### config.mk
export PLATFORM = sky130hd
export DESIGN_NAME = div_share_ctrl
export DESIGN_NICKNAME = d
export VERILOG_FILES = /design/src/rtl/div_share_ctrl_pkg.sv /design/src/rtl/div_share_ctrl_grant.sv /design/src/rtl/div_share_ctrl.sv
export SDC_FILE = /design/constraint.sdc
export NUM_CORES = 1
export LEC_CHECK = 0
export ABC_AREA = 0
export CELL_PAD_IN_SITES_DETAIL_PLACEMENT = 0
export CELL_PAD_IN_SITES_GLOBAL_PLACEMENT = 1
export CORE_MARGIN = 4
export CORE_UTILIZATION = 26
export CTS_CLUSTER_SIZE = 40
export DETAILED_ROUTE_END_ITERATION = 16
export PLACE_DENSITY_LB_ADDON = 0.1
export SLEW_MARGIN = 20
export SYNTH_ARGS = -nofsm -noshare
export SYNTH_HDL_FRONTEND = slang
export SYNTH_SLANG_ARGS = --single-unit
### constraint.sdc
create_clock -name clk -period 1.8 [get_ports clk]
set_clock_uncertainty 0.05 [all_clocks]
set_input_delay 0.36 -clock clk [delete_from_list [all_inputs] [get_ports clk]]
set_output_delay 0.36 -clock clk [all_outputs]
set_load 0.01 [all_outputs]
### src/rtl/div_share_ctrl_pkg.sv
// Shared types for the divider-sharing controller: FSM states, owner ids, width.
package div_share_ctrl_pkg;
  localparam int DATA_W = 32;

  typedef enum logic [1:0] {
    ST_IDLE = 2'd0,
    ST_RUN  = 2'd1,
    ST_DONE = 2'd2
  } state_e;

  typedef enum logic {
    OWN_L1 = 1'b0,
    OWN_L2 = 1'b1
  } owner_e;

  function automatic owner_e other_owner(input owner_e o);
    return (o == OWN_L1) ? OWN_L2 : OWN_L1;
  endfunction
endpackage

### src/rtl/div_share_ctrl_grant.sv
// Combinational grant pick between the two EX lines.
module div_grant_pick
  import div_share_ctrl_pkg::*;
#(
  parameter bit RR_EN = 1'b1
) (
  input  logic   req1_i,
  input  logic   req2_i,
  input  owner_e last_owner_i,
  output owner_e gnt_owner_o,
  output logic   gnt_vld_o
);

  // A lone requester always wins; a tie alternates or favours line1.
  always_comb begin
    gnt_vld_o   = req1_i | req2_i;
    gnt_owner_o = OWN_L1;
    if (req1_i && req2_i)
      gnt_owner_o = RR_EN ? other_owner(last_owner_i) : OWN_L1;
    else if (req2_i)
      gnt_owner_o = OWN_L2;
  end

endmodule

### src/rtl/div_share_ctrl.sv
// Arbitrates two EX lines onto one shared iterative divider and returns the result.
module div_share_ctrl
  import div_share_ctrl_pkg::*;
#(
  parameter bit RR_EN = 1'b1
) (
  input  logic              clk,
  input  logic              rst_n,
  input  logic              excep_flush_i,
  input  logic              line1_div_req_i,
  input  logic              line1_div_sign_i,
  input  logic [DATA_W-1:0] line1_dividend_i,
  input  logic [DATA_W-1:0] line1_divisor_i,
  input  logic              line2_div_req_i,
  input  logic              line2_div_sign_i,
  input  logic [DATA_W-1:0] line2_dividend_i,
  input  logic [DATA_W-1:0] line2_divisor_i,
  output logic              line1_div_done_o,
  output logic              line2_div_done_o,
  output logic [DATA_W-1:0] quotient_o,
  output logic [DATA_W-1:0] remainder_o,
  output logic              busy_o,
  output logic              div_en_o,
  output logic              div_signed_o,
  output logic [DATA_W-1:0] dividend_o,
  output logic [DATA_W-1:0] divisor_o,
  output logic              div_clr_o,
  input  logic              div_finished_i,
  input  logic [DATA_W-1:0] div_quotient_i,
  input  logic [DATA_W-1:0] div_remainder_i
);

  state_e            state_q, state_d;
  owner_e            owner_q, owner_d;
  owner_e            last_owner_q, last_owner_d;
  logic              sign_q, sign_d;
  logic [DATA_W-1:0] dvd_q, dvd_d, dvs_q, dvs_d;
  logic [DATA_W-1:0] quot_q, quot_d, rem_q, rem_d;

  owner_e gnt_owner;
  logic   gnt_vld;
  logic   owner_req;
  logic   cancel;
  logic   done_ok;

  div_grant_pick #(.RR_EN(RR_EN)) u_pick (
    .req1_i      (line1_div_req_i),
    .req2_i      (line2_div_req_i),
    .last_owner_i(last_owner_q),
    .gnt_owner_o (gnt_owner),
    .gnt_vld_o   (gnt_vld)
  );

  // Cancel means the current owner let go of its request mid-operation.
  assign owner_req = (owner_q == OWN_L1) ? line1_div_req_i : line2_div_req_i;
  assign cancel    = (state_q == ST_RUN) && !owner_req;

  // Next-state: grant/latch in IDLE, capture result in RUN; flush beats everything.
  always_comb begin
    state_d      = state_q;
    owner_d      = owner_q;
    last_owner_d = last_owner_q;
    sign_d       = sign_q;
    dvd_d        = dvd_q;
    dvs_d        = dvs_q;
    quot_d       = quot_q;
    rem_d        = rem_q;
    unique case (state_q)
      ST_IDLE: begin
        if (!excep_flush_i && gnt_vld) begin
          state_d      = ST_RUN;
          owner_d      = gnt_owner;
          last_owner_d = gnt_owner;
          if (gnt_owner == OWN_L1) begin
            sign_d = line1_div_sign_i;
            dvd_d  = line1_dividend_i;
            dvs_d  = line1_divisor_i;
          end else begin
            sign_d = line2_div_sign_i;
            dvd_d  = line2_dividend_i;
            dvs_d  = line2_divisor_i;
          end
        end
      end
      ST_RUN: begin
        if (excep_flush_i || cancel) begin
          state_d = ST_IDLE;
        end else if (div_finished_i) begin
          state_d = ST_DONE;
          quot_d  = div_quotient_i;
          rem_d   = div_remainder_i;
        end
      end
      ST_DONE: state_d = ST_IDLE;
      default: state_d = ST_IDLE;
    endcase
  end

  // State and datapath registers; last_owner resets to line2 so line1 wins the first tie.
  always_ff @(posedge clk or negedge rst_n) begin
    if (!rst_n) begin
      state_q      <= ST_IDLE;
      owner_q      <= OWN_L1;
      last_owner_q <= OWN_L2;
      sign_q       <= 1'b0;
      dvd_q        <= '0;
      dvs_q        <= '0;
      quot_q       <= '0;
      rem_q        <= '0;
    end else begin
      state_q      <= state_d;
      owner_q      <= owner_d;
      last_owner_q <= last_owner_d;
      sign_q       <= sign_d;
      dvd_q        <= dvd_d;
      dvs_q        <= dvs_d;
      quot_q       <= quot_d;
      rem_q        <= rem_d;
    end
  end

  // The divider only ever sees the latched owner operands.
  assign busy_o       = (state_q != ST_IDLE);
  assign div_en_o     = (state_q == ST_RUN);
  assign div_signed_o = sign_q;
  assign dividend_o   = dvd_q;
  assign divisor_o    = dvs_q;
  assign div_clr_o    = excep_flush_i | cancel;
  assign quotient_o   = quot_q;
  assign remainder_o  = rem_q;

  // A flush landing on the DONE cycle suppresses the pulse as well.
  assign done_ok          = (state_q == ST_DONE) && !excep_flush_i;
  assign line1_div_done_o = done_ok && (owner_q == OWN_L1);
  assign line2_div_done_o = done_ok && (owner_q == OWN_L2);

endmodule

==> out/metrics.yaml, run 1 <==
ys_warn_count: 0
maxSlewHeadroom: 0.640
postRouteAntennaNets: 0
area_growth_syn_to_layout_pct: 83.7
via_per_inst: 4.66
cp.arrival_ns: 2.23
cts_tree: "built"
drv_cap: 0
required_ns: 2.05
cts-root-buf: "clkbuf_16"
syn_avg_cell_area_sq_um: 14.9
fin_ws_ns: -0.173
met3_usage: 0.0713
place_congestion: 0.818
die_height_um: 156
synth-seq-cells: 133
port-buffer-count: 333
synthTopCellsByCount: "dfrtp_1 (132), o221a_2 (65), or3_1 (65)"
synth_top_area_cell: "dfrtp_1"
synthTopCellsByArea: "dfrtp_1 (58%), mux2_4 (13%), o221a_2 (13%), or3_1 (7.1%), mux2_2 (3.0%)"
clk_pin_slew_ns: 0.07
synth_edf_count: 0
powerDensity_nw_per_um2: 1270
path_max_fanout: 17
fmax_ghz: 0.507
wl_mm: 21.2
setup_viol: 131
finalHoldViolCount: 0
status: "complete, but fails checks"
seqPwrFrac: 0.344
grt_use_met1: 0.193
stdcell_area_sq_um: 10500
htree_num_levels: 4
die_area_sq_um: 24300
grtUsageMet2: 0.285
die_w_um: 156
r2r-start: "state_q[0]$_DFFE_PN0P_"
initial_core_util: 0.268
drtPass1Iterations: 4
drc: 0
p_comb_frac: 0.385
slowest_delay_ns: 0.61
violations: "negative setup slack"
core_area_sq_um: 21300
wl_per_cell_um: 20.8
synth_cell_types: 25
vdd_drop_max_v: 0.000524
cpMaxStageDelayCell: "or4b_4"
cts_buffers: 17
p_switching_uw: 3690
dpl_cell_area_sq_um: 9520
grt_pass1_vias: 5227
cp_num_buf_inv: 2
netlist.area_leader.share: 0.580
timing.critical_path.max_delay_family: "simple AND/OR/NAND/NOR gates"
crit_chain: "or4b_4 > buf_12 > buf_16 > or3_4 > o221a_4"
clockPowerShare: 0.271
drt_iter0_drc: 248
overflow: 0
drv_slew: 0
final_core_util: 0.492
syn-cell-area_sq_um: 5700
synthFlopType: "dfrtp_1"
track_usage: 0.167
antenna_found_initial: 0
synthCells: 382
synthArstFlopShare: 1.00
critPathLaunchType: "register"
clk_latency_ns: 0.41
rows: 53
leakage_uw: 0.00446
hp-class: "input pin to async pin"
num_io_pins: 334
worst_pin_slew_ns: 0.539
cts_sinks: 133
power.internal_uw: 9560
grt_max_degree: 49
period_needed_ns: 1.97
seq_area_frac_synth: 0.584
path_class: "register to register"
period_share: 1.10
synth_nets: 582
drive_gt1_frac: 0.290
grt-busiest-layer: "met2"
cp-startpoint: "state_q[0]$_DFFE_PN0P_"
vias: 4766
dp_hpwl_mm: 15.0
cts.path.max_buffers: 2
p_sw_frac: 0.278
nNetsFinal: 934
synth_most_common_cell: "dfrtp_1"
end_kind: "register"
grt_pass1_wl_mm: 31.0
rsz0062_at_grt: "true"
## kinds of logic after synthesis
logic type / count (synthesis) / synth area share
AOI/OAI and AO/OA: 69 / 0.134
buffers and inverters: 37 / 0.0329
DFF: 133 / 0.584
muxes: 65 / 0.161
and+or+nand+nor: 78 / 0.0883
## state kept, by name, indices dropped and copies added, names as in the netlist
| register | cells |
|---|---|
| owner_q | 1 |
| div_signed_o | 1 |
| divisor_o | 32 |
| quotient_o | 32 |
| state_q | 2 |
| dividend_o | 32 |
| last_owner_q | 1 |
| remainder_o | 32 |
## final timing paths
path	cells past startpoint	slack (ns)	to
worst max-delay path	5	-0.17	divisor_o[2]$_DFFE_PN0P_
max in group asynchronous	3	0.60	quotient_o[25]$_DFFE_PN0P_
min in group clk	1	0.45	remainder_o[0]$_DFFE_PN0P_
worst max register to register	5	-0.17	divisor_o[2]$_DFFE_PN0P_
worst min-delay path	2	0.40	quotient_o[5]$_DFFE_PN0P_
worst min register to register	1	0.45	remainder_o[0]$_DFFE_PN0P_
## stage by stage
stage,TNS (ns),power (uW),setup slack (ns),hold WS [ns],instances
final,-15.44,13200,-0.173,0.403,1022
after global routing,-21.68,13900,-0.225,0.436,1021
after CTS,-15.85,13400,-0.171,0.411,1017
after detailed placement,-66.37,9660,-0.540,0.301,978
after global placement,-65.44,9600,-0.531,0.292,978
after floorplan,-1.55,6570,-0.0215,0.0144,382
## layout by cell type (no fill, tap or decap), drive strengths merged, types with 4 or more instances in the layout
master / Yosys / layout
or3: 65 / 65
clkbuf: 21 / 18
clkinv: 0 / 8
inv: 2 / 5
mux2: 64 / 64
o221a: 65 / 65
buf: 14 / 38
dlymetal6s2s: 0 / 21
clkdlybuf4s50: 0 / 302
dlygate4sd2: 0 / 4
dfrtp: 132 / 132
## power groups by stage
stage | registers [uW] | clock network, uW | logic (uW)
floorplan | 5040 | 0 | 1530
global placement | 4590 | 0 | 5010
detailed placement | 4610 | 0 | 5060
CTS | 4570 | 3700 | 5140
global route | 4690 | 3820 | 5400
finish | 4560 | 3590 | 5100
## area by class of cell
class	count	area [sq um]
diodes	1	2.50
clock buffers	17	425
clock inverters	14	175
fillers	1827	10800
inverters	2	7.51
multi-input cells	212	2290
flip-flops and latches	133	3330
well taps	275	344
repair buffers	368	3890
## worst reg2reg max path: stages, from the launching register on
cell     delay (ns)
dfrtp_1        0.40
or4b_4         0.61
buf_12         0.18
buf_16         0.15
or3_4          0.37
o221a_4        0.12
## layer usage
layer	vias to the layer above	part of all wire	wire length, um
met5	-	0	0
met4	0	0.012	249
met3	17	0.10	2180
met2	220	0.49	10400
met1	2339	0.40	8390
li1	2190	-	-
## timing repair
item,in CTS,in global routing
cloned,3,1
hold buffers,1,0
resized for setup,37,40
endpoints found under the setup margin,136,154
endpoints found under the hold margin,44,0
setup buffers,4,5
pin swaps,4,2
No activity file was read; power rests on OpenSTA's default activity.
==> run 2, diff against run 1 <==
Settings changed: ABC_AREA 0 to 1, CORE_UTILIZATION 26 to 23, GPL_TIMING_DRIVEN set to 0.
==> run 2 against run 1 <==
Synthesized area grew 2.9%. Sequential cell count is the same. Cell area shrank 0.86%. Hold slack lost 0.011 ns. The flow still finishes with violations (negative setup slack). Largest power group is now registers. First-iteration DRC count shrank 6.5%. Count of clock-buffer cells in the layout is the same. Non-clock buffer count grew 10. Wire length grew 9.1%. Synthesized cell count grew 100%. Global-route usage shrank 0.25 points.
==> out/metrics.yaml, run 2 <==
cts.path.max_buffers: 2
drive_gt1_frac: 0.0738
status: "complete, but fails checks"
core_area_sq_um: 25100
seq_area_frac_synth: 0.568
fmax_ghz: 0.552
synthArstFlopShare: 1.00
synth_top_area_cell: "dfrtp_1"
dp.cells: 1447
synth_cell_types: 18
path_class: "input pin to output port"
syn_avg_cell_area_sq_um: 7.49
grt_pass1_vias: 6100
grt_pass1_wl_mm: 36.2
n_antenna_cell: 0
antenna_found_initial: 0
synthTopCellsByArea: "dfrtp_1 (56%), nand2_1 (38%), buf_2 (1.5%), buf_4 (1.2%), clkbuf_1 (0.83%)"
cts_buffers: 17
fin_ws_ns: -0.0106
drtPass1Iterations: 4
synth_most_common_cell: "nand2_1"
die_w_um: 168
via_per_inst: 3.99
timing.critical_path.max_delay_family: "buffers and inverters"
synth-seq-cells: 133
cts-root-buf: "clkbuf_16"
cpMaxStageDelayCell: "clkdlybuf4s50_1"
syn-cell-area_sq_um: 5860
postRouteAntennaNets: 0
end_kind: "output port"
netlist.area_leader.share: 0.563
vdd_drop_max_v: 0.000560
final_common_cell: "nand2_1"
fillCellCount: 2658
stdcell_area_sq_um: 10400
wl_per_cell_um: 15.6
cts_sinks: 133
finalHoldViolCount: 0
nNetsFinal: 1339
drv_slew: 0
rsz0062_at_grt: "true"
worst_pin_slew_ns: 0.489
ys_warn_count: 0
overflow: 0
clk_latency_ns: 0.41
synth_nets: 983
cp.arrival_ns: 1.40
synthTopCellsByCount: "nand2_1 (590), dfrtp_1 (132), buf_2 (18)"
dpl_cell_area_sq_um: 9640
slowest_delay_ns: 0.46
period_needed_ns: 1.81
path_max_fanout: 3
die_height_um: 168
htree_num_levels: 4
place_congestion: 0.776
crit_chain: "clkdlybuf4s50_1 > nand2_2 > nand2_4 > o31ai_2 > buf_2"
rows: 58
mostFrequentLayoutCells: "nand2_1 (588), clkdlybuf4s50_1 (294), dfrtp_1 (131), dlymetal6s2s_1 (32), buf_2 (20)"
area_growth_syn_to_layout_pct: 77.0
clk_pin_slew_ns: 0.07
num_io_pins: 334
cp_num_buf_inv: 2
track_usage: 0.165
powerDensity_nw_per_um2: 1210
dp_hpwl_mm: 17.2
period_share: 1.01
vias: 5907
instances_no_fill: 1481
violations: "negative setup slack"
cts_tree: "built"
drv_cap: 0
total_power_uw: 12600
maxSlewHeadroom: 0.674
leakage_uw: 0.00559
synthCells: 783
synth_edf_count: 0
port-buffer-count: 333
wl_mm: 23.2
critPathLaunchType: "input pin"
drt_iter0_drc: 232
setup_viol: 1
initial_core_util: 0.234
required_ns: 1.39
hp-class: "input pin to async pin"
die_area_sq_um: 28100
drc: 0
grt_max_degree: 80
synthFlopType: "dfrtp_1"
## run 2: final cells by class
type / instances / area (sq um) / area share
timing repair buffer: 337 / 3450 / 0.333
sequential: 133 / 3330 / 0.321
multi-input combinational: 603 / 2310 / 0.223
clock buffer: 17 / 425 / 0.0410
tap: 330 / 413 / 0.0398
buffer: 41 / 226 / 0.0218
clock inverter: 14 / 199 / 0.0192
inverter: 6 / 22.5 / 0.00217
## run 2: cell families after synthesis
logic type,after synthesis,synth area share
simple gates,599,0.387
compound gates,4,0.00384
buf+inv,47,0.0410
flops,133,0.568
## run 2: metal layers
metal | track usage | vias up | part of all wire
met2 | 0.266 | 217 | 0.47
li1 | - | 3040 | -
met5 | 0 | - | 0
met1 | 0.202 | 2630 | 0.42
met4 | 0.0420 | 0 | 0.015
met3 | 0.0739 | 20 | 0.097
## run 2: power by group
part	switching (uW)	internal, uW
Combinational	1940	2440
Sequential	507	3940
Clock	1450	2330
Total	3900	8710
## run 2: timing repair
action,4_1_cts,5_1_grt
hold buffers,1,0
buffers inserted,0,2
pin swaps,0,3
resized for setup,16,54
setup endpoints to repair,6,102
endpoints found under the hold margin,54,0
## run 2: worst paths after layout
check	start	endpoint	slack, ns	cells past startpoint
worst max-delay path	line1_div_req_i	div_clr_o	-0.01	5
worst min-delay path	rst_n	div_signed_o$_DFFE_PN0P_	0.39	2
worst max register to register	state_q[1]$_DFFE_PN0P_	divisor_o[12]$_DFFE_PN0P_	0.13	7
worst min register to register	last_owner_q$_DFFE_PN1P_	last_owner_q$_DFFE_PN1P_	0.41	2
max in group asynchronous	rst_n	last_owner_q$_DFFE_PN1P_	0.52	3
min in group clk	last_owner_q$_DFFE_PN1P_	last_owner_q$_DFFE_PN1P_	0.41	2
## run 2: through the flow
stage | TNS, ns | worst slack [ns] | utilization | hold slack [ns]
floorplan | 0 | 0.366 | - | 0.0144
global placement | -797.43 | -5.78 | 0.383 | 0.409
detailed placement | -34.06 | -0.430 | 0.384 | 0.261
CTS | -0.0298 | -0.0271 | 0.409 | 0.396
global route | -0.390 | -0.0792 | 0.413 | 0.408
finish | -0.0106 | -0.0106 | 0.413 | 0.391
